$ cat src/rtl/detector_sequencer.sv
// rtl/detector_sequencer.sv - sequencer that drives an n-consecutive-1s/0s detector through one pattern
//
// Purpose:
//   On an accepted start, runs CLEAR -> SAVE -> RUN (16 cycles) -> DRAIN -> DONE.
//   It clears the detector, loads its run-length threshold, and shifts a 16-bit pattern
//   into it MSB first. It can optionally count rising edges of the detector output.
//
// Configuration:
//   DETSEQ_HIT_COUNT_EN - when defined, the z_q register and the hit counter are built.
//                         When undefined, hit_count is constant 0.
//
// Ports:
//   clk        in   1   rising-edge system clock
//   rst        in   1   synchronous active-high reset
//   start      in   1   request to run one sequence (only honoured in IDLE)
//   pattern    in  16   serial bit pattern, sent MSB first
//   n_cfg      in   4   run-length threshold (0 is clamped to 1)
//   det_z      in   1   detector output (run length reached)
//   det_rst    out  1   detector synchronous reset (CLEAR)
//   det_save   out  1   detector threshold-load strobe (SAVE)
//   det_n      out  4   threshold presented to the detector
//   det_w      out  1   serial data bit to the detector
//   busy       out  1   high in CLEAR, SAVE, RUN and DRAIN
//   done       out  1   one-cycle end-of-sequence pulse
//   bit_idx    out  4   index of the bit currently on det_w (0 = MSB)
//   hit_count  out  4   number of det_z rising edges in the last sequence

module detector_sequencer (
  input  logic        clk,
  input  logic        rst,
  input  logic        start,
  input  logic [15:0] pattern,
  input  logic [3:0]  n_cfg,
  input  logic        det_z,
  output logic        det_rst,
  output logic        det_save,
  output logic [3:0]  det_n,
  output logic        det_w,
  output logic        busy,
  output logic        done,
  output logic [3:0]  bit_idx,
  output logic [3:0]  hit_count
);

  typedef enum logic [2:0] {
    IDLE  = 3'd0,
    CLEAR = 3'd1,
    SAVE  = 3'd2,
    RUN   = 3'd3,
    DRAIN = 3'd4,
    DONE  = 3'd5
  } state_t;

  state_t      state;

  // The start request and its operands are registered before the FSM acts on them.
  // As a result, no output has a combinational path from an input.
  // The request is only latched while the FSM is idle, so a start seen in any other
  // state is dropped.
  logic        start_q;
  logic [15:0] pattern_q;
  logic [3:0]  n_q;

  logic [15:0] pat_reg;
  logic [3:0]  n_reg;

  assign det_n = n_reg;

  always_ff @(posedge clk) begin
    if (rst) begin
      state     <= IDLE;
      start_q   <= 1'b0;
      pattern_q <= '0;
      n_q       <= '0;
      pat_reg   <= '0;
      n_reg     <= '0;
      bit_idx   <= '0;
      det_rst   <= 1'b0;
      det_save  <= 1'b0;
      det_w     <= 1'b0;
      busy      <= 1'b0;
      done      <= 1'b0;
    end else begin
      start_q <= start && (state == IDLE);
      if (start && (state == IDLE)) begin
        pattern_q <= pattern;
        n_q       <= n_cfg;
      end

      // Strobes default low; each is raised only on entry to its own state.
      det_rst  <= 1'b0;
      det_save <= 1'b0;
      done     <= 1'b0;

      case (state)
        IDLE: begin
          if (start_q) begin
            pat_reg <= pattern_q;
            n_reg   <= (n_q == 4'd0) ? 4'd1 : n_q;
            bit_idx <= 4'd0;
            det_rst <= 1'b1;
            busy    <= 1'b1;
            state   <= CLEAR;
          end
        end

        CLEAR: begin
          det_save <= 1'b1;
          state    <= SAVE;
        end

        SAVE: begin
          det_w <= pat_reg[15];
          state <= RUN;
        end

        RUN: begin
          // The last bit stays on det_w through DRAIN.
          // This covers the detector's one-cycle output latency.
          if (bit_idx == 4'd15) begin
            state <= DRAIN;
          end else begin
            bit_idx <= bit_idx + 4'd1;
            pat_reg <= pat_reg << 1;
            det_w   <= pat_reg[14];
          end
        end

        DRAIN: begin
          det_w <= 1'b0;
          busy  <= 1'b0;
          done  <= 1'b1;
          state <= DONE;
        end

        DONE: begin
          state <= IDLE;
        end

        default: begin
          state <= IDLE;
        end
      endcase
    end
  end

`ifdef DETSEQ_HIT_COUNT_EN
  logic       z_q;
  logic [3:0] hit_q;

  // The detector's z for the bit shown in RUN cycle i arrives in RUN cycle i+1.
  // For the last bit it arrives in DRAIN.
  // Counting rising edges across RUN and DRAIN therefore covers all 16 bits.
  always_ff @(posedge clk) begin
    if (rst) begin
      z_q   <= 1'b0;
      hit_q <= '0;
    end else begin
      if (state == CLEAR) begin
        z_q <= 1'b0;
      end else begin
        z_q <= det_z;
      end

      if ((state == IDLE) && start_q) begin
        hit_q <= '0;
      end else if (((state == RUN) || (state == DRAIN)) && det_z && !z_q &&
                   (hit_q != 4'hF)) begin
        hit_q <= hit_q + 4'd1;
      end
    end
  end

  assign hit_count = hit_q;
`else
  logic unused_det_z;

  assign unused_det_z = det_z;
  assign hit_count    = '0;
`endif

endmodule

$ cat config.mk
export PLATFORM = sky130hd
export DESIGN_NAME = detector_sequencer
export DESIGN_NICKNAME = d
export VERILOG_FILES = /design/src/rtl/detector_sequencer.sv
export SDC_FILE = /design/constraint.sdc
export NUM_CORES = 1
export LEC_CHECK = 0
export BUFFER_PORTS_ARGS = -buffer_cell sky130_fd_sc_hd__buf_2
export CORE_ASPECT_RATIO = 0.8
export CORE_MARGIN = 2
export CORE_UTILIZATION = 41
export DETAILED_ROUTE_END_ITERATION = 10
export GPL_TIMING_DRIVEN = 0
export PLACE_DENSITY = 0.7
export SLEW_MARGIN = 5
export SYNTH_ARGS = -nofsm -noshare
export SYNTH_HDL_FRONTEND = slang
export SYNTH_SLANG_ARGS = --single-unit
$ cat constraint.sdc
create_clock -name clk -period 2.54 [get_ports clk]
set_input_delay 0.381 -clock clk [delete_from_list [all_inputs] [get_ports clk]]
set_output_delay 0.381 -clock clk [all_outputs]
set_load 0.01 [all_outputs]
==> results.ini <==
[status]
status = completed

[synth]
synth.largest_area_cell = dfxtp_1
yosysWarnings = 0
ys_seq_area_share_pct = 47.9
synth.distinct_cells = 29
yosysTopAreaCellShare_pct = 47.9
synth_area_um2 = 2210
ys_ff_latch = 53
synth_area_leaders = dfxtp_1, nand2_1, a311oi_2
synthesis.instances = 263
synth_area_per_cell_um2 = 8.42

[clock_tree]
cts_buffer_depth = 2
ctsResizeCount = 0
cts.hold.buffers_added = 0
cts_tree = yes
cts_setup_buffers = 0
insertion_delay_ns = 0.32
cts_root_buf = clkbuf_8
clk_pin_slew_ns = 0.10
htree_levels = 2
cts-buffers-inserted = 5
cts.sinks = 53

[hold_path]
min-delay-start = pattern[6]
hold_class = input pin to flip-flop

[cells_and_area]
drive_gt1_share_pct = 21.2
final_cells = 369
n_fill_cell = 500
antenna_cells = 0
layout.nets = 332
mostFrequentLayoutCell = nand2_1
syn2layout_area_growth_pct = 15.5
finalCoreUtilization_pct = 50.2
layout_common_cells = nand2_1, dfxtp_1, buf_2

[routing]
dr.first_iter.drc_count = 121
firstDrtPassIters = 4
drc = 0
vias = 1898
wirelength_mm = 4.90
ant_nets = 0
wl_per_cell_um = 13.3
avgViaCountPerCell = 5.14

[sta]
finalCritPeriodShare_pct = 72.5
worstMarginPinSlew_ns = 0.947
finalHoldViolCount = 0
hold_slack_ns = 0.286
slew_headroom_pct = 36.0
fmax_mhz = 543
drv_slew = 0
setup_viol_count_final = 0
rsz0062_at_grt = no
layout_min_cycle_time_ns = 1.84
timing.final.ws_setup_ns = 0.698
finClkSkew_ns = 0.0114
setup-tns-final_ns = 0

[global_route]
grt_first_pass_wirelength_mm = 8.06
grt_antenna_before_repair = 0
grt_pass1_vias = 1675
grtUsageTotal_pct = 17.3
grt_remaining_overflow = 0
grt_max_degree = 17

[critical_path]
worstPathArrival_ns = 2.08
crit_start = state[1]
cp-end-kind = flip-flop
critPathLaunchType = flip-flop
worst-path-max-fanout = 10
path_class = flip-flop to flip-flop
worstPathRequired_ns = 2.78
r2r-start = state[1]
r2r_slack_ns = 0.70

[pwr]
switching_share_pct = 30.5
peakVddDrop_v = 0.000292
clockPowerShare_pct = 26.3
internal_power_mw = 1.25
pwr-share-comb_pct = 20.1
seqPwrFrac_pct = 53.6
power_density_nw_per_um2 = 700
p_leak_nw = 0.954
p_switching_mw = 0.547

[placed_design]
globalplace.congestion = 0.809
dp_worst_setup_slack_ns = 0.720
dp_hpwl_mm = 3.51
dp_cells = 362
io_buffer_count = 34

[floorplan]
initial_core_util_pct = 43.5
die-area_um2 = 6010
ios = 41
die-height_um = 69.7
die_w_um = 86.2
core-area_um2 = 5090
rows = 23

[flow_run]
maxCapViolCount = 0

path summary, 6_finish.rpt:
path	cells past startpoint	end
max	5	pat_reg[11]
min	3	pattern_q[6]
max reg2reg	5	pat_reg[11]
min reg2reg	2	det_n[2]
synth_stat cells:
library cell	instances
buf_4	5
dfxtp_1	53
nor2_1	28
nor3_1	9
xnor2_1	1
a21oi_1	30
buf_6	2
nand2_1	78
nand3_1	1
mux2i_1	1
a22oi_1	2
a311oi_2	15
nor4bb_1	1
conb_1	1
nor4b_1	4
clkbuf_1	15
and3_1	1
a211oi_1	3
o21a_1	1
ha_1	1
nand3b_1	2
a31oi_1	1
o211a_1	1
o22ai_1	1
buf_1	1
o21ai_4	1
o21ai_0	2
or4b_1	1
buf_2	1
power groups by stage:
stage / Clock, mW / Sequential [mW] / Combinational (mW)
after global placement: 0 / 0.975 / 0.356
after global routing: 0.511 / 0.971 / 0.403
after detailed placement: 0 / 0.977 / 0.362
after floorplan: 0 / 0.970 / 0.271
after CTS: 0.479 / 0.959 / 0.362
final: 0.471 / 0.960 / 0.361
per-layer routing:
| layer | global-route usage [%] | vias to the layer above | wire, µm |
|---|---|---|---|
| met2 | 23.7 | 51 | 2070 |
| met5 | 0 | - | 0 |
| li1 | - | 975 | - |
| met3 | 5.48 | 6 | 291 |
| met1 | 25.2 | 866 | 2450 |
| met4 | 6.25 | 0 | 77 |
cell families (layout without fill, tap and decap cells):
logic type	after synthesis	count (layout)	synth area share, %
muxes	1	1	0.452
adders and majority gates	1	1	0.565
DFF	53	53	47.9
AOI/OAI and AO/OA	57	57	21.2
xor gates and xnor gates	1	1	0.396
other	1	4	0.169
buffers and inverters	24	65	5.65
and+or+nand+nor	125	125	23.7
worst max-delay path, stage by stage, from the launching register on:
cell	delay [ns]
dfxtp_1	0.43
nand2_1	0.08
nor2_1	0.38
clkbuf_1	0.45
nand2_1	0.16
a311oi_2	0.26
metrics by stage:
stage          instance area, µm²  power [mW]
5_1_grt                      2560        1.89
6_report                     2560        1.79
3_3_place_gp                 2470        1.33
3_5_place_dp                 2470        1.34
4_1_cts                      2560        1.80
2_1_floorplan                2230        1.24
layout make-up:
cell class | count | area [µm²] | area share [%]
Buffer | 24 | 125 | 4.89
Clock buffer | 5 | 68.8 | 2.69
Clock inverter | 2 | 16.3 | 0.636
Multi-Input combinational cell | 189 | 1040 | 40.6
Sequential cell | 53 | 1060 | 41.5
Tap cell | 62 | 77.6 | 3.03
Timing Repair Buffer | 34 | 170 | 6.65
Power figures use the tool's default switching activity.
